`config.mk`:
```
export PLATFORM = sky130hd
export DESIGN_NAME = hs4_sink
export DESIGN_NICKNAME = d
export VERILOG_FILES = /design/src/rtl/hs_pkg.sv /design/src/rtl/hs_fifo.sv /design/src/rtl/hs4_sink.sv
export SDC_FILE = /design/constraint.sdc
export NUM_CORES = 1
export LEC_CHECK = 0
export BUFFER_PORTS_ARGS = -buffer_cell sky130_fd_sc_hd__buf_2
export CORE_UTILIZATION = 35
export CTS_CLUSTER_SIZE = 8
export DETAILED_ROUTE_END_ITERATION = 6
export GPL_ROUTABILITY_DRIVEN = 0
export HOLD_SLACK_MARGIN = 0.02
export PLACE_DENSITY_LB_ADDON = 0.12
export SLEW_MARGIN = 30
export SYNTH_ARGS = -nofsm -noshare
export SYNTH_HDL_FRONTEND = slang
export SYNTH_SLANG_ARGS = --single-unit
export TNS_END_PERCENT = 1
```
`constraint.sdc`:
```
create_clock -name CK -period 5.45 [get_ports CK]
set_clock_uncertainty 0.05 [all_clocks]
set_input_delay 1.09 -clock CK [delete_from_list [all_inputs] [get_ports CK]]
set_output_delay 1.09 -clock CK [all_outputs]
set_load 0.05 [all_outputs]
```
`src/rtl/hs_pkg.sv`:
```
// Shared definitions for the four-phase handshake models: state codes,
// the pointer/count width helper and the ACK pre-capture rule.
package hs_pkg;

  typedef enum logic [1:0] {
    ST_IDLE  = 2'd0,
    ST_WAIT  = 2'd1,
    ST_ACKED = 2'd2
  } hs_state_e;

  localparam logic [1:0] S_IDLE  = 2'd0;
  localparam logic [1:0] S_WAIT  = 2'd1;
  localparam logic [1:0] S_ACKED = 2'd2;

  // Smallest r with 2**r >= n; returns 0 for n <= 1.
  function automatic int clog2(input int n);
    int r;
    r = 0;
    while ((1 << r) < n) r = r + 1;
    return r;
  endfunction

  // Pre-capture value of a registered output: rise forces 1, fall forces 0,
  // otherwise the current value is held. Same convention as the C2 PRECAP.
  function automatic logic precap_next(input logic cur, input logic rise,
                                       input logic fall);
    if (rise) return 1'b1;
    if (fall) return 1'b0;
    return cur;
  endfunction

endpackage

```
`src/rtl/hs_fifo.sv`:
```
// Small power-of-two FIFO with registered occupancy; shared by the
// handshake sink and source blocks.
module hs_fifo
  import hs_pkg::*;
#(
  parameter int W     = 8,
  parameter int DEPTH = 4
) (
  input  logic                  i_clk,
  input  logic                  i_rst,
  input  logic                  i_push,
  input  logic                  i_pop,
  input  logic [W-1:0]          i_data,
  output logic                  o_full,
  output logic                  o_empty,
  output logic [clog2(DEPTH):0] o_count,
  output logic [W-1:0]          o_head
);

  localparam int AW = clog2(DEPTH);
  localparam int CW = AW + 1;

  logic [W-1:0]  r_mem [DEPTH];
  logic [AW-1:0] r_wr_ptr;
  logic [AW-1:0] r_rd_ptr;
  logic [CW-1:0] r_count;
  logic          w_push;
  logic          w_pop;

  // Full/empty come from the registered count, so a pop never frees a slot
  // for a push on the same edge.
  assign o_full  = (r_count == CW'(DEPTH));
  assign o_empty = (r_count == '0);
  assign w_push  = i_push && !o_full;
  assign w_pop   = i_pop && !o_empty;
  assign o_count = r_count;
  assign o_head  = o_empty ? '0 : r_mem[r_rd_ptr];

  always_ff @(posedge i_clk or posedge i_rst) begin
    if (i_rst) begin
      r_wr_ptr <= '0;
      r_rd_ptr <= '0;
      r_count  <= '0;
    end else begin
      if (w_push) r_wr_ptr <= r_wr_ptr + AW'(1);
      if (w_pop)  r_rd_ptr <= r_rd_ptr + AW'(1);
      case ({w_push, w_pop})
        2'b10:   r_count <= r_count + CW'(1);
        2'b01:   r_count <= r_count - CW'(1);
        default: r_count <= r_count;
      endcase
    end
  end

  always_ff @(posedge i_clk) begin
    if (w_push) r_mem[r_wr_ptr] <= i_data;
  end

endmodule

```
`src/rtl/hs4_sink.sv`:
```
// Responder end of a four-phase return-to-zero bundled-data channel:
// accepts REQ/DATA, buffers DATA in a FIFO and returns ACK.
module hs4_sink
  import hs_pkg::*;
#(
  parameter int W     = 8,
  parameter int DEPTH = 4,
  parameter int DELAY = 0
) (
  input  logic                  CK,
  input  logic                  RS,
  input  logic                  ENA,
  input  logic                  REQ,
  input  logic [W-1:0]          DATA,
  output logic                  ACK,
  output logic                  ACK_NEXT,
  output logic                  RD_VALID,
  input  logic                  RD_READY,
  output logic [W-1:0]          RD_DATA,
  output logic [clog2(DEPTH):0] COUNT,
  output logic                  ERR,
  input  logic                  ERR_CLR,
  output logic [1:0]            DBG_STATE,
  output logic [7:0]            DBG_CNT
);

  logic [1:0] r_state;
  logic [7:0] r_cnt;
  logic       r_ack;
  logic       r_err;

  logic       w_full;
  logic       w_empty;
  logic       w_in_wait;
  logic       w_push;
  logic       w_ack_fall;
  logic       w_viol;

  // Read port: a word leaves on any edge where RD_VALID and RD_READY are
  // both high; RD_READY alone does nothing, and ENA has no effect here.
  hs_fifo #(.W(W), .DEPTH(DEPTH)) u_fifo (
    .i_clk   (CK),
    .i_rst   (RS),
    .i_push  (w_push),
    .i_pop   (RD_READY),
    .i_data  (DATA),
    .o_full  (w_full),
    .o_empty (w_empty),
    .o_count (COUNT),
    .o_head  (RD_DATA)
  );

  assign w_in_wait  = ENA && (r_state == S_WAIT);
  assign w_push     = w_in_wait && REQ && (r_cnt == 8'd0) && !w_full;
  assign w_viol     = w_in_wait && !REQ;
  assign w_ack_fall = ENA && (r_state == S_ACKED) && !REQ;

  assign ACK_NEXT  = precap_next(r_ack, w_push, w_ack_fall);
  assign ACK       = r_ack;
  assign ERR       = r_err;
  assign RD_VALID  = !w_empty;
  assign DBG_STATE = r_state;
  assign DBG_CNT   = r_cnt;

  always_ff @(posedge CK or posedge RS) begin
    if (RS) begin
      r_state <= S_IDLE;
      r_cnt   <= 8'd0;
    end else if (ENA) begin
      case (r_state)
        S_IDLE: begin
          if (REQ) begin
            r_state <= S_WAIT;
            r_cnt   <= 8'(DELAY);
          end
        end
        S_WAIT: begin
          if (!REQ)               r_state <= S_IDLE;
          else if (r_cnt != 8'd0) r_cnt   <= r_cnt - 8'd1;
          else if (!w_full)       r_state <= S_ACKED;
        end
        S_ACKED: begin
          if (!REQ) r_state <= S_IDLE;
        end
        default: r_state <= S_IDLE;
      endcase
    end
  end

  // ACK_NEXT already folds in ENA, so ACK simply tracks it.
  always_ff @(posedge CK or posedge RS) begin
    if (RS) r_ack <= 1'b0;
    else    r_ack <= ACK_NEXT;
  end

  // A fresh violation beats a simultaneous clear.
  always_ff @(posedge CK or posedge RS) begin
    if (RS)           r_err <= 1'b0;
    else if (w_viol)  r_err <= 1'b1;
    else if (ERR_CLR) r_err <= 1'b0;
  end

endmodule
```
==> results of run 1 <==
## report_power, final
| part | total, mW | switching, mW | internal [mW] |
|---|---|---|---|
| Clock | 0.226 | 0.131 | 0.0952 |
| Sequential | 0.594 | 0.112 | 0.482 |
| Combinational | 0.832 | 0.560 | 0.272 |
| Total | 1.65 | 0.803 | 0.850 |
## worst paths after layout
kind | slack [ns] | depth (start not counted) | to
min in group asynchronous | 0.86 | 2 | u_fifo.r_rd_ptr[1]$_DFFE_PP0N_
setup / recovery | 1.58 | 6 | ACK_NEXT
setup reg to reg | 2.31 | 11 | u_fifo.o_count[2]$_DFFE_PP0P_
max in group asynchronous | 4.01 | 2 | u_fifo.r_wr_ptr[0]$_DFFE_PP0P_
hold reg to reg | 0.49 | 1 | u_fifo.o_count[0]$_DFFE_PP0P_
hold / removal | 0.49 | 1 | u_fifo.o_count[0]$_DFFE_PP0P_
## critical path: stages, from the launching register on
cell and delay, ns:
sky130_fd_sc_hd__dfrtp_1 0.48, sky130_fd_sc_hd__inv_1 0.12, sky130_fd_sc_hd__ha_1 0.28, sky130_fd_sc_hd__or4b_1 0.61, sky130_fd_sc_hd__a2111oi_4 0.52, sky130_fd_sc_hd__a21o_1 0.17
sky130_fd_sc_hd__buf_2 0.26
## metal layers
| metal | GRT usage, % | vias to the layer above | share of wire [%] |
|---|---|---|---|
| li1 | - | 681 | - |
| met3 | 2.97 | 4 | 3.7 |
| met4 | 3.70 | 0 | 0.91 |
| met5 | 0 | - | 0 |
| met2 | 23.2 | 29 | 50 |
| met1 | 17.6 | 717 | 45 |
## metrics by stage
step | hold slack, ns | setup WS, ns | utilization (%) | instance area (µm²) | instances
floorplan | 0.485 | 1.96 | - | 2330 | 163
global placement | 0.428 | 1.75 | 40.5 | 2580 | 271
detailed placement | 0.462 | 1.63 | 40.5 | 2580 | 271
CTS | 0.488 | 1.56 | 42.0 | 2680 | 279
global route | 0.510 | 1.42 | 42.0 | 2680 | 279
finish | 0.493 | 1.58 | 42.0 | 2680 | 279
## cells by family (layout without fill, tap and decap cells)
kind of cell	after synthesis	count (layout)	synth area share, %
and+or+nand+nor	44	44	11.6
muxes	12	12	9.68
AOI/OAI and AO/OA	24	24	7.53
buffers and inverters	19	58	3.17
xor gates and xnor gates	6	6	2.26
DFF	51	51	61.7
adders and majority gates	7	7	4.09
## sequential cells by signal, summed over array words and instances, names as in the netlist
name and count:
u_fifo.r_mem 32, u_fifo.r_wr_ptr 2, ACK 1, ERR 1, DBG_CNT 8, u_fifo.o_count 3, u_fifo.r_rd_ptr 2, DBG_STATE 2
## final cells by class
class	count	area share (%)
multi-input cells	93	30.5
flip-flops and latches	51	53.6
repair buffers	38	7.09
well taps	77	3.59
clock inverters	3	1.03
clock buffers	5	2.57
inverters	12	1.68
## layout by cell type, fill, tap and decap left out, types with 2 or more instances in the layout
| cell | instances |
|---|---|
| sky130_fd_sc_hd__o22ai_1 | 2 |
| sky130_fd_sc_hd__nor2b_1 | 3 |
| sky130_fd_sc_hd__a21o_1 | 2 |
| sky130_fd_sc_hd__nor2_1 | 5 |
| sky130_fd_sc_hd__ha_1 | 6 |
| sky130_fd_sc_hd__mux2i_1 | 3 |
| sky130_fd_sc_hd__edfxtp_1 | 32 |
| sky130_fd_sc_hd__mux4_2 | 8 |
| sky130_fd_sc_hd__clkbuf_8 | 5 |
| sky130_fd_sc_hd__or3_1 | 4 |
| sky130_fd_sc_hd__o21ai_0 | 12 |
| sky130_fd_sc_hd__xnor2_1 | 3 |
| sky130_fd_sc_hd__a221o_1 | 2 |
| sky130_fd_sc_hd__and2_1 | 13 |
| sky130_fd_sc_hd__inv_1 | 12 |
| sky130_fd_sc_hd__dfrtp_1 | 19 |
| sky130_fd_sc_hd__xor2_1 | 3 |
| sky130_fd_sc_hd__nor3_1 | 3 |
| sky130_fd_sc_hd__buf_2 | 38 |
| sky130_fd_sc_hd__nor4_1 | 5 |
==> summary.json, run 1 <==
{
  "run_status": {"value": "finished clean"},
  "drt-pass1-iter-count": {"value": 4},
  "max_cap_viol_count": {"value": 0},
  "hold_class": {"value": "reg -> reg"},
  "clk_pin_slew": {"value": 0.09, "unit": "ns"},
  "clk_latency": {"value": 0.30, "unit": "ns"},
  "placement_rows": {"value": 29},
  "final_layout_size_suffix_gt1_share": {"value": 28.2, "unit": "%"},
  "detail_route.iter0.violations": {"value": 51},
  "route.vias.total": {"value": 1431},
  "flow.area_growth_from_synthesis": {"value": 15.2, "unit": "%"},
  "tritoncts.num_buffers": {"value": 5},
  "vias_in_the_first_global_route": {"value": 1455},
  "critPathArrivalTime": {"value": 2.73, "unit": "ns"},
  "crit_path_start": {"value": "DBG_CNT[0]$_DFFE_PP0P_"},
  "vdd_drop_max": {"value": 0.314, "unit": "mV"},
  "setup_total_negative_slack": {"value": 0, "unit": "ns"},
  "n_fill_cell": {"value": 602},
  "synth.avg_cell_area": {"value": 14.3, "unit": "µm²"},
  "post-cts-setup-buffers": {"value": 0},
  "worst_setup_path_start_kind": {"value": "flip-flop"},
  "io_pins": {"value": 39},
  "cts_h_tree_depth": {"value": 2},
  "ys_seq_elements": {"value": 51},
  "synth_edf_count": {"value": 32},
  "yosysWarnings": {"value": 0},
  "hold_path.startpoint": {"value": "u_fifo.o_count[0]$_DFFE_PP0P_"},
  "post_drt_wl_per_cell": {"value": 15.7, "unit": "µm"},
  "die_h": {"value": 83.5, "unit": "µm"},
  "initial_utilization": {"value": 36.4, "unit": "%"},
  "grt_pass1_wl": {"value": 7310, "unit": "µm"},
  "seq_area": {"value": 1440, "unit": "µm²"},
  "antenna-diode-count": {"value": 0},
  "criticalPathCategory": {"value": "reg -> out"},
  "static-leakage-power": {"value": 1.07, "unit": "nW"},
  "setup_violations": {"value": 0},
  "post_cts_resize_count": {"value": 0},
  "dp_hpwl": {"value": 3080, "unit": "µm"},
  "fmax": {"value": 258, "unit": "MHz"},
  "post_cts_hold_buffer_count": {"value": 0},
  "design_power_total": {"value": 1.65, "unit": "mW"},
  "cp-end-kind": {"value": "output port"},
  "measured_slew_at_the_worst_slew_check_pin": {"value": 0.767, "unit": "ns"},
  "tmin_final": {"value": 3.87, "unit": "ns"},
  "post_synth_instance_area": {"value": 2330, "unit": "µm²"},
  "rsz0062_at_grt": {"value": "no"},
  "synth.lib_cells_used.distinct": {"value": 39},
  "layout_worst_path_cycle_share": {"value": 71.1, "unit": "%"},
  "post_synthesis_net_count": {"value": 184},
  "synthTopCellsByCount": {"value": "sky130_fd_sc_hd__edfxtp_1, sky130_fd_sc_hd__dfrtp_1, sky130_fd_sc_hd__and2_1"},
  "slew_violations": {"value": 0},
  "synth_most_common_cell": {"value": "sky130_fd_sc_hd__edfxtp_1"},
  "ant_nets": {"value": 0},
  "netlist.area_leader.share": {"value": 41.3, "unit": "%"},
  "drc_violation_count_after_routing": {"value": 0},
  "globalRoute.totalOverflow": {"value": 0},
  "detail_route.wirelength": {"value": 4380, "unit": "µm"},
  "dominantRegCellSynth": {"value": "sky130_fd_sc_hd__edfxtp_1"},
  "largest_net_degree_at_the_start_of_global_routing": {"value": 20},
  "critPathMaxFanout": {"value": 9},
  "r2r-start": {"value": "DBG_CNT[0]$_DFFE_PP0P_"},
  "clock-sinks": {"value": 51},
  "die-area": {"value": 6980, "unit": "µm²"},
  "drt-vias-per-instance": {"value": 5.13},
  "multi_input_area": {"value": 817, "unit": "µm²"},
  "timing.max_slew.rel_slack": {"value": 48.8, "unit": "%"},
  "gr-usage-all-layers": {"value": 13.6, "unit": "%"},
  "cts-root-to-sink-buffers": {"value": 2},
  "yosys-top-cells-area": {"value": "sky130_fd_sc_hd__edfxtp_1, sky130_fd_sc_hd__dfrtp_1, sky130_fd_sc_hd__mux4_2, sky130_fd_sc_hd__and2_1, sky130_fd_sc_hd__ha_1"},
  "core_area": {"value": 6390, "unit": "µm²"},
  "tritoncts": {"value": "yes"},
  "synth_top_cell_by_area": {"value": "sky130_fd_sc_hd__edfxtp_1"},
  "design.final.nets": {"value": 222},
  "floorplan.die.width": {"value": 83.5, "unit": "µm"},
  "grt_antenna_before_repair": {"value": 0},
  "finalHoldViolCount": {"value": 0},
  "cellPowerDensity": {"value": 616, "unit": "nW/µm²"},
  "seq_area_frac_synth": {"value": 61.7, "unit": "%"},
  "place.port_buffers": {"value": 38},
  "syn-instance-count": {"value": 163},
  "worstPathRequired": {"value": 4.31, "unit": "ns"},
  "share_of_async_settable_or_async_resettable_flops_after_synthesis": {"value": 37.3, "unit": "%"},
  "cts.root.buffer_cell": {"value": "sky130_fd_sc_hd__clkbuf_8"}
}
Power figures use the tool's default switching activity.
==> run 2, diff against run 1 <==
--- a/config.mk
+++ b/config.mk
@@ -5,6 +5,7 @@
 export SDC_FILE = /design/constraint.sdc
 export NUM_CORES = 1
 export LEC_CHECK = 0
+export ABC_AREA = 1
 export BUFFER_PORTS_ARGS = -buffer_cell sky130_fd_sc_hd__buf_2
 export CORE_UTILIZATION = 35
 export CTS_CLUSTER_SIZE = 8
==> constraint.sdc (replaced) <==
create_clock -name CK -period 3.85 [get_ports CK]
set_clock_uncertainty 0.05 [all_clocks]
set_input_delay 0.77 -clock CK [delete_from_list [all_inputs] [get_ports CK]]
set_output_delay 0.77 -clock CK [all_outputs]
set_load 0.05 [all_outputs]
==> run 2 against run 1 <==
Flip-flop and latch count unchanged. Sequential share of layout area down 2.6 points. Critical endpoint is now RD_DATA[7]. Area after synthesis up 5.3%. First-iteration DRC count up 29%. Clock-buffer cell count unchanged. Design area up 5.2%. Critical path type unchanged. Wire length up 10%. Critical path depth down 2.
==> summary.json, run 2 <==
{
  "holdPathStages": {"value": 2},
  "timing.max_slew.rel_slack": {"value": 43.8, "unit": "%"},
  "critPathArrivalTime": {"value": 1.97, "unit": "ns"},
  "dp_worst_setup_slack": {"value": 1.23, "unit": "ns"},
  "grt_pass1_wl": {"value": 7960, "unit": "µm"},
  "worst-r2r-setup-slack": {"value": 1.36, "unit": "ns"},
  "tritoncts.num_buffers": {"value": 5},
  "synth_top_family_by_area": {"value": "simple AND/OR/NAND/NOR gates"},
  "layout.cells.most_common_list": {"value": "sky130_fd_sc_hd__nor2_1, sky130_fd_sc_hd__buf_2, sky130_fd_sc_hd__nand2_1, sky130_fd_sc_hd__edfxtp_1, sky130_fd_sc_hd__inv_1"},
  "ant_nets": {"value": 0},
  "synth.avg_cell_area": {"value": 9.92, "unit": "µm²"},
  "post_cts_resize_count": {"value": 0},
  "largest_register_ff_count": {"value": 32},
  "multi_input_area": {"value": 858, "unit": "µm²"},
  "post_synth_instance_area": {"value": 2450, "unit": "µm²"},
  "floorplan.die.width": {"value": 85.7, "unit": "µm"},
  "tritoncts": {"value": "yes"},
  "clk_latency": {"value": 0.30, "unit": "ns"},
  "design.final.nets": {"value": 308},
  "worst_r2r_endpoint": {"value": "u_fifo.r_mem[1][5]$_DFFE_PP_"},
  "post-cts-setup-buffers": {"value": 0},
  "route.vias.total": {"value": 1710},
  "globalRoute.totalOverflow": {"value": 0},
  "slew_violations": {"value": 0},
  "grt_antenna_before_repair": {"value": 0},
  "worstPathRequired": {"value": 3.03, "unit": "ns"},
  "seq_area": {"value": 1440, "unit": "µm²"},
  "max_flop_register": {"value": "u_fifo.r_mem"},
  "criticalPathCategory": {"value": "reg -> out"},
  "detail_route.iter0.violations": {"value": 66},
  "cts_h_tree_depth": {"value": 2},
  "cts-root-to-sink-buffers": {"value": 2},
  "initial_utilization": {"value": 36.1, "unit": "%"},
  "cp-end-kind": {"value": "output port"},
  "synthTopCellsByCount": {"value": "sky130_fd_sc_hd__nor2_1, sky130_fd_sc_hd__edfxtp_1, sky130_fd_sc_hd__nand2_1"},
  "cts.root.buffer_cell": {"value": "sky130_fd_sc_hd__clkbuf_8"},
  "share_of_async_settable_or_async_resettable_flops_after_synthesis": {"value": 37.3, "unit": "%"},
  "flow.area_growth_from_synthesis": {"value": 15.1, "unit": "%"},
  "critPathMaxFanout": {"value": 18},
  "placement_rows": {"value": 30},
  "post_drt_wl_per_cell": {"value": 12.6, "unit": "µm"},
  "detail_route.wirelength": {"value": 4840, "unit": "µm"},
  "yosysWarnings": {"value": 0},
  "synth.lib_cells_used.distinct": {"value": 29},
  "post_synth_xor_area_fraction": {"value": 1.43, "unit": "%"},
  "io_pins": {"value": 39},
  "final_common_cell": {"value": "sky130_fd_sc_hd__nor2_1"},
  "worst_setup_path_start_kind": {"value": "flip-flop"},
  "place.port_buffers": {"value": 38},
  "r2r-start": {"value": "DBG_CNT[0]$_DFFE_PP0P_"},
  "clk_pin_slew": {"value": 0.09, "unit": "ns"},
  "antenna-diode-count": {"value": 0},
  "synth_edf_count": {"value": 32},
  "max_cap_viol_count": {"value": 0},
  "tmin_final": {"value": 2.79, "unit": "ns"},
  "synth_most_common_cell": {"value": "sky130_fd_sc_hd__nor2_1"},
  "drt-vias-per-instance": {"value": 4.45},
  "post_cts_hold_buffer_count": {"value": 0},
  "gr-usage-all-layers": {"value": 14.4, "unit": "%"},
  "syn-instance-count": {"value": 247},
  "final_critical_path_setup_slack": {"value": 1.06, "unit": "ns"},
  "seq_area_frac_synth": {"value": 58.6, "unit": "%"},
  "final_layout_size_suffix_gt1_share": {"value": 23.6, "unit": "%"},
  "drt-pass1-iter-count": {"value": 4},
  "hold_class": {"value": "reg -> reg"},
  "setup_violations": {"value": 0},
  "yosys-mux-area-fraction": {"value": 0, "unit": "%"},
  "rsz0062_at_grt": {"value": "no"},
  "run_status": {"value": "finished clean"},
  "post_synthesis_net_count": {"value": 268},
  "n_fill_cell": {"value": 684},
  "die_h": {"value": 85.7, "unit": "µm"},
  "dominantRegCellSynth": {"value": "sky130_fd_sc_hd__edfxtp_1"},
  "synth_top_cell_by_area": {"value": "sky130_fd_sc_hd__edfxtp_1"},
  "clock-sinks": {"value": 51},
  "yosys.area_share.adder": {"value": 3.88, "unit": "%"},
  "yosys-top-cells-area": {"value": "sky130_fd_sc_hd__edfxtp_1, sky130_fd_sc_hd__dfrtp_1, sky130_fd_sc_hd__nor2_1, sky130_fd_sc_hd__nand2_1, sky130_fd_sc_hd__o21ai_0"},
  "largest_net_degree_at_the_start_of_global_routing": {"value": 20},
  "vias_in_the_first_global_route": {"value": 1595},
  "drc_violation_count_after_routing": {"value": 0},
  "layout_worst_path_cycle_share": {"value": 72.5, "unit": "%"},
  "worst_r2r_path_depth": {"value": 6},
  "core_area": {"value": 6790, "unit": "µm²"},
  "measured_slew_at_the_worst_slew_check_pin": {"value": 0.839, "unit": "ns"},
  "fmax": {"value": 358, "unit": "MHz"},
  "die-area": {"value": 7340, "unit": "µm²"},
  "dp_hpwl": {"value": 3340, "unit": "µm"},
  "finalHoldViolCount": {"value": 0},
  "setup.worst_path.end": {"value": "RD_DATA[7]"},
  "crit_path_start": {"value": "u_fifo.r_rd_ptr[0]$_DFFE_PP0N_"},
  "netlist.area_leader.share": {"value": 39.2, "unit": "%"},
  "setup_total_negative_slack": {"value": 0, "unit": "ns"},
  "ys_seq_elements": {"value": 51},
  "synth-compound-area-share": {"value": 8.98, "unit": "%"},
  "synthSimpleGateAreaFrac": {"value": 20.7, "unit": "%"}
}
==> run 2: cell count changes in the layout (fill, tap and decap cells not counted), moves of 11 or more <==
| cell | before | now |
|---|---|---|
| sky130_fd_sc_hd__nand3_1 | 1 | 13 |
| sky130_fd_sc_hd__inv_1 | 12 | 26 |
| sky130_fd_sc_hd__o21ai_0 | 12 | 23 |
| sky130_fd_sc_hd__nor2_1 | 5 | 49 |
| sky130_fd_sc_hd__and2_1 | 13 | 0 |
| sky130_fd_sc_hd__nand2_1 | 1 | 32 |
==> run 2: critical path: stages, from the launching register on <==
cell,delay (ns)
sky130_fd_sc_hd__dfrtp_1,0.80
sky130_fd_sc_hd__inv_2,0.29
sky130_fd_sc_hd__o21ai_0,0.24
sky130_fd_sc_hd__a21oi_1,0.10
sky130_fd_sc_hd__buf_2,0.24
==> run 2: final cells by class <==
class                      instances  area share, %
timing repair buffer              38           6.74
sequential                        51           50.9
inverter                          33           4.48
tap                               96           4.26
clock inverter                     3          0.710
multi-input combinational        158           30.4
clock buffer                       5           2.44
==> run 2: metrics by stage <==
stage | instances | hold slack [ns] | instance area [µm²] | utilization, %
floorplan | 247 | 0.442 | 2450 | -
detailed placement | 376 | 0.460 | 2730 | 40.2
finish | 384 | 0.474 | 2820 | 41.5
global placement | 376 | 0.452 | 2730 | 40.2
CTS | 384 | 0.482 | 2820 | 41.5
global route | 384 | 0.506 | 2820 | 41.5
==> run 2: how the worst min path moves through the flow <==
stage | end | start
6_report | ACK$_DFF_PP0_ | ACK$_DFF_PP0_
5_1_grt | DBG_CNT[0]$_DFFE_PP0P_ | DBG_CNT[0]$_DFFE_PP0P_
4_1_cts | DBG_CNT[0]$_DFFE_PP0P_ | DBG_CNT[0]$_DFFE_PP0P_
3_5_place_dp | ACK$_DFF_PP0_ | ACK$_DFF_PP0_
3_3_place_gp | DBG_CNT[0]$_DFFE_PP0P_ | DBG_CNT[0]$_DFFE_PP0P_
2_1_floorplan | u_fifo.r_wr_ptr[1]$_DFFE_PP0P_ | u_fifo.r_wr_ptr[1]$_DFFE_PP0P_
==> run 2: kinds of logic (layout without fill, tap and decap cells) <==
family	count (synthesis)	in the layout
and+or+nand+nor	108	108
AOI/OAI and AO/OA	39	39
DFF	51	51
xor gates and xnor gates	4	4
adders and majority gates	7	7
buffers and inverters	38	79
==> run 2: layer usage <==
layer / part of all wire [%] / GRT usage, % / wire, µm / up-vias
li1: - / - / - / 890
met1: 51 / 20.0 / 2470 / 788
met2: 45 / 22.5 / 2150 / 26
met3: 3.1 / 3.27 / 149 / 6
met4: 1.3 / 4.55 / 65 / 0
met5: 0 / 0 / 0 / -
Power of run 2 is not shown: default switching activity piles up to over one toggle a cycle in this logic, so the estimate is an artifact.
